File: config.mk
export PLATFORM = sky130hd
export DESIGN_NAME = memshare_ibram_remap_ctrl
export DESIGN_NICKNAME = d
export VERILOG_FILES = /design/src/rtl/memshare_ibram_remap_ctrl.sv
export SDC_FILE = /design/constraint.sdc
export NUM_CORES = 1
export LEC_CHECK = 0
export BUFFER_PORTS_ARGS = -buffer_cell sky130_fd_sc_hd__buf_4
export CAP_MARGIN = 0
export CORE_MARGIN = 4
export CORE_UTILIZATION = 51
export CTS_CLUSTER_SIZE = 8
export DETAILED_ROUTE_END_ITERATION = 10
export PLACE_DENSITY = 0.88
export SYNTH_ARGS = -nofsm -noshare
export SYNTH_HDL_FRONTEND = slang
export SYNTH_SLANG_ARGS = --single-unit
File: constraint.sdc
create_clock -name sys_clk -period 4.41 [get_ports sys_clk]
set_clock_uncertainty 0.1 [all_clocks]
set_input_delay 0.882 -clock sys_clk [delete_from_list [all_inputs] [get_ports sys_clk]]
set_output_delay 0.882 -clock sys_clk [all_outputs]
set_load 0.1 [all_outputs]
File: src/rtl/memshare_ibram_remap_ctrl.sv
// IB-RAM share-group rank controller: arbitrates rank ports between decoder reads and a
// descending-column LUT remap walk. Optional stall watchdog: MEMSHARE_REMAP_TIMEOUT_EN.
module memshare_ibram_remap_ctrl #(
  parameter int QUAN_SIZE        = 4,
  parameter int SHARE_GROUP_SIZE = 4,
  parameter int COL_SEL_W        = 1,
  parameter int NUM_COLS         = 2,
  parameter int TIMEOUT_CYC      = 255
) (
  input  logic                                  sys_clk,
  input  logic                                  rst,
  input  logic                                  load_start_i,
  input  logic                                  load_abort_i,
  input  logic                                  ld_valid_i,
  output logic                                  ld_ready_o,
  input  logic [QUAN_SIZE*SHARE_GROUP_SIZE-1:0] ld_data_i,
  input  logic                                  dec_valid_i,
  output logic                                  dec_gnt_o,
  input  logic [COL_SEL_W*SHARE_GROUP_SIZE-1:0] dec_colSel_i,
  input  logic [QUAN_SIZE*SHARE_GROUP_SIZE-1:0] dec_c2v_i,
  output logic [COL_SEL_W*SHARE_GROUP_SIZE-1:0] colSel_vec_o,
  output logic [QUAN_SIZE*SHARE_GROUP_SIZE-1:0] c2v_vec_o,
  output logic [QUAN_SIZE*SHARE_GROUP_SIZE-1:0] remap_data_o,
  output logic                                  nRemap_en_o,
  output logic                                  busy_o,
  output logic                                  load_done_o,
  output logic                                  load_err_o,
  output logic [1:0]                            state_dbg_o
);

  localparam int MSG_W = QUAN_SIZE * SHARE_GROUP_SIZE;
  localparam int COL_W = COL_SEL_W * SHARE_GROUP_SIZE;
  localparam logic [COL_SEL_W-1:0] COL_FIRST = COL_SEL_W'(NUM_COLS - 1);
  localparam logic [QUAN_SIZE-1:0] MSG_LAST  = '1;

  typedef enum logic [1:0] {
    IDLE = 2'd0,
    LOAD = 2'd1,
    DONE = 2'd2
  } state_t;

  state_t               state, state_nxt;
  logic [COL_SEL_W-1:0] col_cnt, col_cnt_nxt;
  logic [QUAN_SIZE-1:0] msg_cnt, msg_cnt_nxt;
  logic                 err_nxt;
  logic                 wr_nxt;
  logic [COL_W-1:0]     col_sel_nxt;
  logic [MSG_W-1:0]     c2v_nxt;
  logic [MSG_W-1:0]     data_nxt;
  logic                 abort_req;

  // Handshakes: an LUT word transfers on a cycle where ld_valid_i and ld_ready_o are both
  // high (ld_ready_o is high for all of LOAD); a decoder read is taken on a cycle where
  // dec_valid_i and dec_gnt_o are both high, and an ungranted request must be held.

`ifdef MEMSHARE_REMAP_TIMEOUT_EN
  logic [7:0] stall_cnt;
  logic       timeout_hit;

  // Fires on the TIMEOUT_CYC-th consecutive stalled LOAD cycle.
  assign timeout_hit = (state == LOAD) && !ld_valid_i &&
                       (stall_cnt == 8'(TIMEOUT_CYC - 1));
  assign abort_req   = load_abort_i || timeout_hit;

  always_ff @(posedge sys_clk) begin
    if (rst) begin
      stall_cnt <= '0;
    end else if ((state != LOAD) || ld_valid_i) begin
      stall_cnt <= '0;
    end else begin
      stall_cnt <= stall_cnt + 8'd1;
    end
  end
`else
  assign abort_req = load_abort_i;
`endif

  always_comb begin
    state_nxt   = state;
    col_cnt_nxt = col_cnt;
    msg_cnt_nxt = msg_cnt;
    err_nxt     = load_err_o;
    wr_nxt      = 1'b0;
    col_sel_nxt = colSel_vec_o;
    c2v_nxt     = c2v_vec_o;
    data_nxt    = remap_data_o;
    dec_gnt_o   = 1'b0;
    ld_ready_o  = 1'b0;
    busy_o      = 1'b0;
    load_done_o = 1'b0;
    unique case (state)
      IDLE: begin
        dec_gnt_o = dec_valid_i;
        if (dec_valid_i) begin
          col_sel_nxt = dec_colSel_i;
          c2v_nxt     = dec_c2v_i;
        end
        if (load_start_i) begin
          state_nxt   = LOAD;
          col_cnt_nxt = COL_FIRST;
          msg_cnt_nxt = '0;
          err_nxt     = 1'b0;
        end
      end
      LOAD: begin
        busy_o     = 1'b1;
        ld_ready_o = 1'b1;
        // Abort wins over a same-cycle handshake, including the final one.
        if (abort_req) begin
          state_nxt = IDLE;
          err_nxt   = 1'b1;
        end else if (ld_valid_i) begin
          wr_nxt      = 1'b1;
          col_sel_nxt = {SHARE_GROUP_SIZE{col_cnt}};
          c2v_nxt     = {SHARE_GROUP_SIZE{msg_cnt}};
          data_nxt    = ld_data_i;
          msg_cnt_nxt = msg_cnt + QUAN_SIZE'(1);
          if (msg_cnt == MSG_LAST) begin
            col_cnt_nxt = col_cnt - COL_SEL_W'(1);
            // Column 0 goes last so GP1 elements, which alias upper columns onto it,
            // finish holding column-0 content.
            if (col_cnt == '0) begin
              state_nxt   = DONE;
              col_cnt_nxt = COL_FIRST;
            end
          end
        end
      end
      DONE: begin
        busy_o      = 1'b1;
        load_done_o = 1'b1;
        state_nxt   = IDLE;
      end
      default: begin
        state_nxt = IDLE;
      end
    endcase
  end

  always_ff @(posedge sys_clk) begin
    if (rst) begin
      state        <= IDLE;
      col_cnt      <= COL_FIRST;
      msg_cnt      <= '0;
      load_err_o   <= 1'b0;
      nRemap_en_o  <= 1'b1;
      colSel_vec_o <= '0;
      c2v_vec_o    <= '0;
      remap_data_o <= '0;
    end else begin
      state        <= state_nxt;
      col_cnt      <= col_cnt_nxt;
      msg_cnt      <= msg_cnt_nxt;
      load_err_o   <= err_nxt;
      nRemap_en_o  <= ~wr_nxt;
      colSel_vec_o <= col_sel_nxt;
      c2v_vec_o    <= c2v_nxt;
      remap_data_o <= data_nxt;
    end
  end

  assign state_dbg_o = state;

endmodule

Word-level counts from Yosys, hierarchy flattened
Index checks and enable logic that the tools add are counted.
{"block": "totals", "reg_bits": 45, "in_bits": 42, "out_inout_bits": 44, "wordCells": 67}
{"block": "classes", "n_addsub": 2, "eq_ne": 12, "muxes": 34, "n_bitwise": 2, "n_reduce_logical": 9}
{"cell": "$mux 16", "count": 3}
{"cell": "$pmux 16 s2", "count": 1}
{"cell": "$mux 4", "count": 6}
{"cell": "$pmux 4 s2", "count": 2}
{"cell": "$mux 1", "count": 14}
{"cell": "$ne 2x2->1 const B", "count": 6}
{"cell": "$reduce_and 4->1", "count": 3}
{"cell": "$mux 2", "count": 5}
{"cell": "$ne 3x3->1 const B", "count": 3}
{"cell": "$reduce_and 3->1", "count": 2}
{"cell": "$reduce_and 5->1", "count": 1}
{"cell": "$add 4x1->4 const B", "count": 1}
{"cell": "$eq 4x4->1 const B", "count": 1}
{"cell": "$pmux 1 s2", "count": 2}
{"cell": "$pmux 2 s2", "count": 1}
{"cell": "$eq 2x1->1 const B", "count": 1}
{"cell": "$eq 2x2->1 const B", "count": 1}
{"cell": "$logic_not 2->1", "count": 1}
{"cell": "$not 1->1", "count": 2}
{"cell": "$reduce_bool 2->1", "count": 1}
{"cell": "$reduce_or 2->1", "count": 1}
{"cell": "$sub 1x1->1 const B", "count": 1}

Logic depth before layout (Yosys ltp)
{"block": "logic_depth", "depth_word": 6, "ltp_mapped": 8}

Worst setup path before layout
OpenSTA, ideal clock, no wires.
{"block": "synth_path", "path_kind": "register -> register", "startpoint": "register state[0] (netlist: state_dbg_o[0])", "endpoint": "register c2v_vec_o[0]", "setup_time_ns": 0.086, "t_arrival_ns": 2.836, "required_time_ns": 4.224, "slack_ns": 1.388, "stages_incl_launch_ff": 8, "n_path_buf": 2, "synth_period_minus_slack_ns": 3.022, "path_cell_list": "dfxtp_1 > ha_1 > buf_6 > nand3b_4 > a21oi_4 > buf_4 > nor2_1 > a211oi_1"}
{"block": "synth_between", "elab_chain_len": 3, "word_cells_on_any_way": 8, "cone_classes": "eq/ne (4); mux (1); reduce/logical (3)"}
{"element": "start: declaration", "line": "42", "text": "state_t state, state_nxt;"}
{"element": "start signal: assignment", "line": "151", "text": "state <= state_nxt;"}
{"element": "$eq 2x1->1 / $logic_not 2->1 (equally long branches)", "line": "91", "text": "unique case (state)"}
{"element": "$ne 2x2->1 (no line) / $reduce_bool 2->1 (equally long branches)"}
{"element": "$reduce_and 4->1 (no line)"}
{"element": "end signal: assignment", "line": "157", "text": "c2v_vec_o <= c2v_nxt;"}
{"element": "end: declaration", "line": "22", "text": "output logic [QUAN_SIZE*SHARE_GROUP_SIZE-1:0] c2v_vec_o,"}
Several ways; a longest one is shown, not always the timed one.
A chain may end at the register's enable or synchronous reset.

Worst setup path in the final report
{"block": "layout_path", "startpoint": "register state[1] (netlist: state_dbg_o[1])", "endpoint": "output ld_ready_o"}
{"block": "layout_between", "elab_chain_len": 2}
{"element": "$eq 2x1->1", "line": "91"}
{"element": "$mux 1", "line": "91"}
{"element": "end: declaration", "line": "15", "text": "output logic ld_ready_o,"}
Every way passes these cells.

==> metrics.txt <==
outcome complete, no violations; CP Launch Type register; Synthesized Nets 265; synth top area cells dfxtp_1 (44%), mux2i_1 (9.8%), a211oi_2 (7.4%); Synth Instances 219; grt ovf 0; Crit path top cell by count buf_4; H-tree Lvls 2; Syn. warnings 0; critical path endpoint category output port; FF-to-FF path depth 7; DRC Markers 0; fin. max-slew vios 0; post-route ant nets 0; Hold Path Class register to register; GRT Total Usage 18.8%; Reg clk slew, reported paths 0.08 ns; endpoints failing hold 0; Die H 71.3 um; Setup Viol. Count Final 0; Max-Cap Viols 0; global-route wire length before repair 7730 um; CTS buffer count 5; final hold slack 0.358 ns; initial antenna violation count 0; WP data required 3.43 ns; Avg Vias per Cell 5.20; Post-CTS Hold Fix Bufs 0; Final Total Pwr 1.23 mW; Synth Flop Type dfxtp_1; Cell Chain, Critical Path inv_1, ha_1, buf_4, buf_4; largest area contributor in the netlist dfxtp_1; layout cell share with drive strength beyond 1 37.6%; Tmin final 2.80 ns; count of input and output buffers 85; setup TNS 0 ns; worst-path fanout max 23; Rows 22; slowest CP cell buf_4; Arr. time, crit path 1.82 ns; DRT iter0 DRCs 111; Pre-antenna DRT Iters 4; I/O pins 86; peak supply drop 270 uV; final WL 4670 um; vias in the first global route 1,724; Cell Area, Synth 0.00204 mm2; initial core utilization 54.1%; Vias 1,783; RSZ-0062 raised after global routing false; Leak Pwr 1.15 nW; Post-synth EDFFs 0; P per Cell Area 449 mW/mm2; ys async rst share 0%; hold path depth 2; Seq/Total Area, Yosys 44.1%; # nets final 341; Synth top area share 44.1%; WL/cell 13.6 um; clock sinks 45; Setup Buffers After CTS 0; Clock Latency Late Sink 0.29 ns; Worst path max stage delay 0.41 ns; Top Family by Delay on Critical Path buffers and inverters; gpl congestion 0.759; Worst slew margin 30.1%; critical path depth in cells 4; f_max 357 MHz; CTS tree yes; Clock Tree Buf Depth 2; CP Class register to output port; die width 71.3 um; Syn Area/Cell 9.32 um2; post-CTS sizing 0; Clock Root Buffer clkbuf_8; Die ar. 0.00508 mm2; Layout area overhead 34.0%; Core Region 0.00377 mm2; critical path buffer and inverter count 3; dpl hpwl 3380 um; slew of the pin with the lowest slew margin 1.05 ns; antenna cells 0; pin count of the biggest net entering global routing 45; distinct cell type count after synthesis 34; Final period util 63.5%; synthesis-stage register bit count 45
stage by stage:
step	cells	worst slack (ns)	util [%]	instance area, um2
6_report	343	1.61	72.5	2740
5_1_grt	343	1.46	72.5	2740
4_1_cts	343	1.60	72.5	2740
3_5_place_dp	336	1.64	70.2	2650
3_3_place_gp	336	1.72	70.2	2650
2_1_floorplan	219	1.39	-	2040
path summary, 6_finish.rpt:
path	startpoint	to	slack, ns
setup / recovery	state_dbg_o[1]$_SDFFE_PP0P_	ld_ready_o	1.61
hold / removal	remap_data_o[8]$_SDFFE_PP0P_	remap_data_o[8]$_SDFFE_PP0P_	0.36
setup reg to reg	state_dbg_o[1]$_SDFFE_PP0P_	c2v_vec_o[1]$_SDFFE_PP0P_	1.78
hold reg to reg	remap_data_o[8]$_SDFFE_PP0P_	remap_data_o[8]$_SDFFE_PP0P_	0.36
routing by layer:
| layer | wire length [um] | track usage [%] |
|---|---|---|
| met3 | 270 | 4.35 |
| met4 | 78 | 8.77 |
| met5 | 0 | 0 |
| met2 | 2380 | 31.4 |
| met1 | 1940 | 22.8 |
final cells by class:
class | count | area, um2
fillers | 303 | 1040
inverters | 3 | 11.3
repair buffers | 86 | 646
clock buffers | 7 | 86.3
multi-input cells | 154 | 1030
well taps | 48 | 60.1
flip-flops and latches | 45 | 901
registers in the layout, summed over array words and instances (netlist names):
register      flops
c2v_vec_o        16
colSel_vec_o      4
col_cnt           1
load_err_o        1
msg_cnt           4
nRemap_en_o       1
remap_data_o     16
state_dbg_o       2
Yosys cell counts, types with 2 or more instances:
library cell / number
a211oi_2: 12
buf_4: 3
buf_6: 2
nand2_1: 34
nor2_1: 23
a211oi_1: 11
inv_1: 3
a21oi_1: 23
nand3_1: 4
mux2i_1: 20
nor3_1: 3
xnor2_1: 2
dfxtp_1: 45
clkbuf_1: 5
buf_2: 5
ha_1: 4
or3_1: 2
nand2b_1: 2
power by group:
part / leakage (nW) / switching (mW) / internal [mW]
Combinational: 0.740 / 0.391 / 0.131
Sequential: 0.368 / 0.0195 / 0.442
Clock: 0.0443 / 0.122 / 0.124
logic make-up (layout without fill, tap and decap cells):
group | count (synthesis) | in the layout | share of synthesized area (%)
simple gates | 78 | 78 | 18.4
flops | 45 | 45 | 44.1
mux | 21 | 21 | 10.4
fa+ha+maj | 4 | 4 | 2.45
buf+inv | 20 | 96 | 5.33
compound gates | 49 | 49 | 18.5
xor+xnor | 2 | 2 | 0.859
placed cells by master, fill, tap and decap left out, drive strengths merged:
master  synthesis  routed
a211oi         23      23
a21oi          24      24
and2            1       1
and2b           2       2
and3b           1       1
buf            11      86
clkbuf          6       7
dfxtp          45      45
ha              4       4
inv             3       3
mux2            1       1
mux2i          20      20
nand2          34      34
nand2b          3       3
nand3           4       4
nand3b          1       1
nor2           24      24
nor2b           1       1
nor3            3       3
nor4b           1       1
o21ai           1       1
o21bai          1       1
or2b            1       1
or3             2       2
xnor2           2       2
worst reg2reg max path, cell delays in order, from the launching register on:
cell and delay [ns]:
dfxtp_1 0.36, inv_1 0.08, ha_1 0.29, buf_4 0.29
nand2b_4 0.22, a21oi_4 0.83, nor2_1 0.09, a211oi_1 0.27
Power figures use the tool's default switching activity.
